===== config.mk =====
export PLATFORM = sky130hd
export DESIGN_NAME = frame_collector_flat
export DESIGN_NICKNAME = d
export VERILOG_FILES = /design/src/rtl/frame_collector_if.sv /design/src/rtl/frame_collector.sv /design/src/flat_wrapper.sv
export SDC_FILE = /design/constraint.sdc
export NUM_CORES = 1
export LEC_CHECK = 0
export ABC_CLOCK_PERIOD_IN_PS = 6550
export CORE_UTILIZATION = 49
export CTS_CLUSTER_DIAMETER = 60
export DETAILED_ROUTE_END_ITERATION = 8
export PLACE_DENSITY = 0.8
export SYNTH_ARGS = -nofsm -noshare
export SYNTH_HDL_FRONTEND = slang
export SYNTH_SLANG_ARGS = --single-unit

===== constraint.sdc =====
create_clock -name clk -period 6.55 [get_ports clk]
set_clock_uncertainty 0.05 [all_clocks]
set_input_delay 1.31 -clock clk [delete_from_list [all_inputs] [get_ports clk]]
set_output_delay 1.31 -clock clk [all_outputs]
set_load 0.03 [all_outputs]

===== src/rtl/frame_collector_if.sv =====
// Sample-in / frame-out bundle for frame_collector.
// out_sum exists only when FRAME_SUM_EN is defined.
interface frame_collector_if #(
  parameter int DATA_W = 16,
  parameter int N      = 9
);
  logic [DATA_W-1:0]        in_data;
  logic                     in_valid;
  logic                     in_last;
  logic                     in_ready;
  logic [N*DATA_W-1:0]      out_frame;
  logic                     out_valid;
  logic                     out_ready;
  logic                     frame_err;
  logic [7:0]               frame_cnt;
`ifdef FRAME_SUM_EN
  logic signed [DATA_W+3:0] out_sum;
`endif

  // master: sample source plus downstream consumer; slave: the collector
  modport master (
    output in_data, in_valid, in_last, out_ready,
    input  in_ready, out_frame, out_valid, frame_err, frame_cnt
`ifdef FRAME_SUM_EN
    , input out_sum
`endif
  );

  modport slave (
    input  in_data, in_valid, in_last, out_ready,
    output in_ready, out_frame, out_valid, frame_err, frame_cnt
`ifdef FRAME_SUM_EN
    , output out_sum
`endif
  );
endinterface


===== src/rtl/frame_collector.sv =====
// Collects N serial signed samples into one parallel frame, checks in_last delimiting.
// Optional FRAME_SUM_EN adds a registered signed frame sum (out_sum).
//
// state      | meaning
// FILL       | accepting samples into slots 0..N-1
// HOLD       | frame complete, waiting for out_ready, input stalled
// HOLD_DRAIN | frame complete but too long; discarding input until in_last
// DRAIN      | frame already taken; still discarding input until in_last
module frame_collector #(
  parameter int DATA_W = 16,
  parameter int N      = 9
) (
  input logic          clk,
  input logic          rst,
  frame_collector_if.slave bus
);
  typedef enum logic [1:0] {FILL, HOLD, HOLD_DRAIN, DRAIN} state_t;

  localparam logic [3:0] LAST_SLOT = 4'(N - 1);

  state_t     state;
  logic [3:0] cnt;
  logic       accept;

  assign accept = bus.in_valid && bus.in_ready;

`ifdef FRAME_SUM_EN
  logic signed [DATA_W+3:0] acc;
  logic signed [DATA_W+3:0] sample_ext;
  assign sample_ext = {{4{bus.in_data[DATA_W-1]}}, bus.in_data};
`endif

  always_ff @(posedge clk or posedge rst) begin
    if (rst) begin
      state         <= FILL;
      cnt           <= '0;
      bus.in_ready  <= 1'b0;
      bus.out_valid <= 1'b0;
      bus.out_frame <= '0;
      bus.frame_err <= 1'b0;
      bus.frame_cnt <= '0;
`ifdef FRAME_SUM_EN
      acc           <= '0;
      bus.out_sum   <= '0;
`endif
    end else begin
      bus.frame_err <= 1'b0;
      case (state)
        FILL: begin
          bus.in_ready <= 1'b1;
          if (accept) begin
            if (cnt != LAST_SLOT) begin
              if (bus.in_last) begin
                cnt           <= '0;
                bus.frame_err <= 1'b1;
`ifdef FRAME_SUM_EN
                acc           <= '0;
`endif
              end else begin
                bus.out_frame[int'(cnt)*DATA_W +: DATA_W] <= bus.in_data;
                cnt <= cnt + 4'd1;
`ifdef FRAME_SUM_EN
                acc <= acc + sample_ext;
`endif
              end
            end else begin
              bus.out_frame[int'(cnt)*DATA_W +: DATA_W] <= bus.in_data;
              cnt           <= '0;
              bus.out_valid <= 1'b1;
`ifdef FRAME_SUM_EN
              acc           <= '0;
              bus.out_sum   <= acc + sample_ext;
`endif
              if (bus.in_last) begin
                state        <= HOLD;
                bus.in_ready <= 1'b0;
              end else begin
                state         <= HOLD_DRAIN;
                bus.frame_err <= 1'b1;
              end
            end
          end
        end
        HOLD: begin
          if (bus.out_ready) begin
            bus.out_valid <= 1'b0;
            bus.frame_cnt <= bus.frame_cnt + 8'd1;
            bus.in_ready  <= 1'b1;
            state         <= FILL;
          end
        end
        HOLD_DRAIN: begin
          // drain finishing first degenerates into a plain HOLD
          if (bus.out_ready) begin
            bus.out_valid <= 1'b0;
            bus.frame_cnt <= bus.frame_cnt + 8'd1;
            state         <= (accept && bus.in_last) ? FILL : DRAIN;
          end else if (accept && bus.in_last) begin
            bus.in_ready <= 1'b0;
            state        <= HOLD;
          end
        end
        DRAIN: begin
          if (accept && bus.in_last) state <= FILL;
        end
        default: state <= FILL;
      endcase
    end
  end
endmodule

===== src/flat_wrapper.sv =====
// flat-port wrapper written by rule: the top's interface ports become plain ports
module frame_collector_flat 
#(
  parameter int DATA_W = 16,
  parameter int N      = 9
)
  (clk, rst, bus_in_data, bus_in_valid, bus_in_last, bus_out_ready, bus_in_ready, bus_out_frame, bus_out_valid, bus_frame_err, bus_frame_cnt);
  frame_collector_if #(.DATA_W(DATA_W), .N(N)) bus_i ();
  input logic clk;
  input logic rst;
  input wire logic [$bits(bus_i.in_data)-1:0] bus_in_data;
  input wire logic [$bits(bus_i.in_valid)-1:0] bus_in_valid;
  input wire logic [$bits(bus_i.in_last)-1:0] bus_in_last;
  input wire logic [$bits(bus_i.out_ready)-1:0] bus_out_ready;
  output wire logic [$bits(bus_i.in_ready)-1:0] bus_in_ready;
  output wire logic [$bits(bus_i.out_frame)-1:0] bus_out_frame;
  output wire logic [$bits(bus_i.out_valid)-1:0] bus_out_valid;
  output wire logic [$bits(bus_i.frame_err)-1:0] bus_frame_err;
  output wire logic [$bits(bus_i.frame_cnt)-1:0] bus_frame_cnt;
  assign bus_i.in_data = bus_in_data;
  assign bus_i.in_valid = bus_in_valid;
  assign bus_i.in_last = bus_in_last;
  assign bus_i.out_ready = bus_out_ready;
  assign bus_in_ready = bus_i.in_ready;
  assign bus_out_frame = bus_i.out_frame;
  assign bus_out_valid = bus_i.out_valid;
  assign bus_frame_err = bus_i.frame_err;
  assign bus_frame_cnt = bus_i.frame_cnt;
  frame_collector #(.DATA_W(DATA_W), .N(N)) u_core (.clk(clk), .rst(rst), .bus(bus_i));
endmodule

==> summary.md <==
| Metric | Value |
|---|---|
| Root buffer cell | clkbuf_16 |
| GPL Wtd Cong | approximately 0.87 |
| Global-route wire length before repair | 25,800 microns |
| Top-count cell post-synth | dfrtp_1 |
| Max_cap viols | 0 |
| Crit. End Element | register |
| Initial Util | 50.7% |
| Pwr dens | 326 mW/mm^2 |
| CTS tree | done |
| Std-Cell Core Area | ~0.013 sq mm |
| Initial antenna violation count | 0 |
| # hold bufs at CTS | 0 |
| CTS resizes | 0 |
| Vias after detailed routing | around 4,600 |
| Largest net degree at the start of global routing | about 100 |
| Post-synthesis register bit count | approximately 160 |
| Async S/R FF share, synth | 100% |
| Final nets | between 600 and 700 |
| Register area share after synthesis | approximately three fifths |
| Synthesized area | slightly below 0.007 sq mm |
| Setup TNS Final | 0 ns |
| Final setup fails | 0 |
| R2r worst-path depth | 6 |
| R2r startpoint | u_core.cnt[1] |
| Vias in the first global route | around 4,700 |
| Average size of a mapped cell | 13.9 sq um |
| Post-placement cell count | 820 |
| Top cell type's share of synthesized area | between 50 and 60% |
| CP arrival | roughly 3.7 ns |
| Post-DRT Antenna Nets | 0 |
| Fin crit share | between 50% and 60% |
| Synthesized Nets | 522 |
| Worst-skew pair later-pin latency | ~0.42 ns |
| Status | finished, final reports clean |
| Max Freq | slightly below 300 MHz |
| Layout cell share with drive strength beyond 1 | between 20% and 30% |
| Ys flop type | dfrtp_1 |
| R2R Setup Slk | ~3.3 ns |
| Site Rows | 42 |
| CP Max Fanout | 16 |
| Fillers | approximately 950 |
| Synth area leaders | dfrtp_1, mux2_2, and3_1 |
| Total power | ~3.0 mW |
| Worst-margin pin slew | around 1.1 ns |
| Iter 0 DRT Violations | roughly 340 |
| Slew margin rel. | 27.4% |
| Setup crit end | u_core.bus.out_frame[33] |
| Die ar. | 0.0144 sq mm |
| Startpoint Class | primary input |
| Clock Sinks | 161 |
| Worst Setup Path Type | primary input to register |
| EDFF count, synth | 0 |
| Wirelength per Cell | 19.1 microns |
| Setup Fix Bufs, Post-CTS | 0 |
| Antenna fix cells | 0 |
| Final non-filler cell total | 852 |
| Synth cell count leaders | dfrtp_1, mux2_2, and3_1 |
| Gr ovfl total | 0 |
| R2R Path End | u_core.bus.out_frame[33] |
| Netlist cell types | 33 |
| CTS Buf Count | 17 |
| Worst vdd ir | 0.283 mV |
| Port buffer count | between 150 and 200 |
| Overall die height | between 100 and 150 microns |
| Static leakage | 4.53 nW |
| Clk buf depth | 2 |
| Storage element area | a little over 0.004 sq mm |
| DRC viols | 0 |
| Gate Count Post-Synth | slightly below 500 |
| Drt first pass iters | 4 |
| Total Wirelength | between 15,000 and 20,000 microns |
| Worst EP required | about 7 ns |
| Global-route usage over all layers | between 20% and 30% |
| Crit path launch | bus_in_last |
| Worst hold path class | register to register |
| H-tree levels | 4 |
| Post-DP HPWL | roughly 11,000 microns |
| Largest area contributor in the netlist | dfrtp_1 |
| Warnings, synthesis | 0 |
| Drt via density | about 5.4 |
| Fin crit period | between 3 and 4 ns |
| Fin Hold WS | 0.436 ns |
| Max-slew violations | 0 |
| Die width | about 120 microns |
| Area occupied by multi-input gates | about 0.0027 sq mm |
| Worst-path clk slew | approximately 0.06 ns |
| I/O pins | roughly 180 |
| Syn-to-layout area delta | 36.5% |
| Final number of hold-violating endpoints | 0 |
| RSZ-0062 raised after global routing | false |
==> layout by cell type (no fill, tap or decap), types with 2 or more instances in the layout <==
master / instances
a21oi_1: 5
and2_1: 17
and3_1: 34
buf_4: 2
bufinv_16: 2
clkbuf_16: 17
clkdlybuf4s50_1: 175
clkinv_2: 6
clkinv_4: 2
clkinvlp_4: 3
dfrtp_1: 161
ha_1: 12
inv_1: 8
inv_6: 2
mux2_1: 12
mux2_2: 135
mux2i_1: 2
nand2_1: 20
nand2b_1: 2
nand3_1: 8
nand3b_1: 2
nor2_1: 8
nor2b_1: 4
nor3_1: 6
o211ai_2: 2
o21ai_0: 9
xnor2_1: 4
xor2_1: 3
==> per-layer routing <==
metal,routed length (microns),GRT usage [%],vias to the layer above,part of all wire (%)
li1,-,-,2076,-
met1,6750,29.7,2295,42
met2,7850,38.7,174,48
met3,1380,8.03,20,8.5
met4,275,9.30,0,1.7
met5,0,0,-,0
==> metrics by stage <==
stage          utilization, %  area (sq um)  worst slack [ns]
4_1_cts                  69.3          9290              3.13
3_3_place_gp             65.0          8710              2.75
2_1_floorplan               -          6800             0.842
3_5_place_dp             65.0          8710              2.69
6_report                 69.3          9290              3.09
5_1_grt                  69.3          9290              2.98
==> critical path, stage by stage <==
cell	delay [ns]
clkdlybuf4s50_1	0.57
ha_1	0.31
nor2b_1	0.16
nor4b_4	0.32
nand2_1	0.55
mux2_2	0.49
==> registers in the layout, summed over array words and instances (netlist names) <==
name / cells
u_core.bus.out_valid: 1
u_core.bus.in_ready: 1
u_core.bus.out_frame: 144
u_core.bus.frame_cnt: 8
u_core.bus.frame_err: 1
u_core.cnt: 4
u_core.state: 2
==> worst min-delay path by stage <==
stage                             from                      end  slack (ns)  depth (start not counted)
2_1_floorplan          u_core.state[1]          u_core.state[1]        0.48                          1
3_3_place_gp   u_core.bus.frame_cnt[7]  u_core.bus.frame_cnt[7]        0.41                          1
4_1_cts        u_core.bus.frame_cnt[7]  u_core.bus.frame_cnt[7]        0.43                          1
3_5_place_dp   u_core.bus.frame_cnt[7]  u_core.bus.frame_cnt[7]        0.42                          1
6_report       u_core.bus.frame_cnt[7]  u_core.bus.frame_cnt[7]        0.44                          1
5_1_grt        u_core.bus.frame_cnt[7]  u_core.bus.frame_cnt[7]        0.45                          1
==> report_power, final <==
group	internal (mW)	switching (mW)
logic	0.362	0.518
clock network	0.568	0.395
registers	1.10	0.0808
total	2.03	0.994
==> area by class of cell <==
class,instances,share of cell area (%)
inverters,9,0.418
flip-flops and latches,161,43.4
well taps,176,2.37
clock inverters,14,1.50
clock buffers,18,4.73
repair buffers,177,19.0
multi-input cells,297,28.6
==> kinds of logic (layout without fill, tap and decap cells) <==
kind of cell,Yosys count,count (layout),synth area share (%)
buf+inv,31,218,1.91
simple gates,104,104,8.61
flops,161,161,59.2
fa+ha+maj,12,12,2.21
mux,149,149,24.6
compound gates,25,25,2.48
xor+xnor,7,7,0.902
Power figures use the tool's default switching activity.
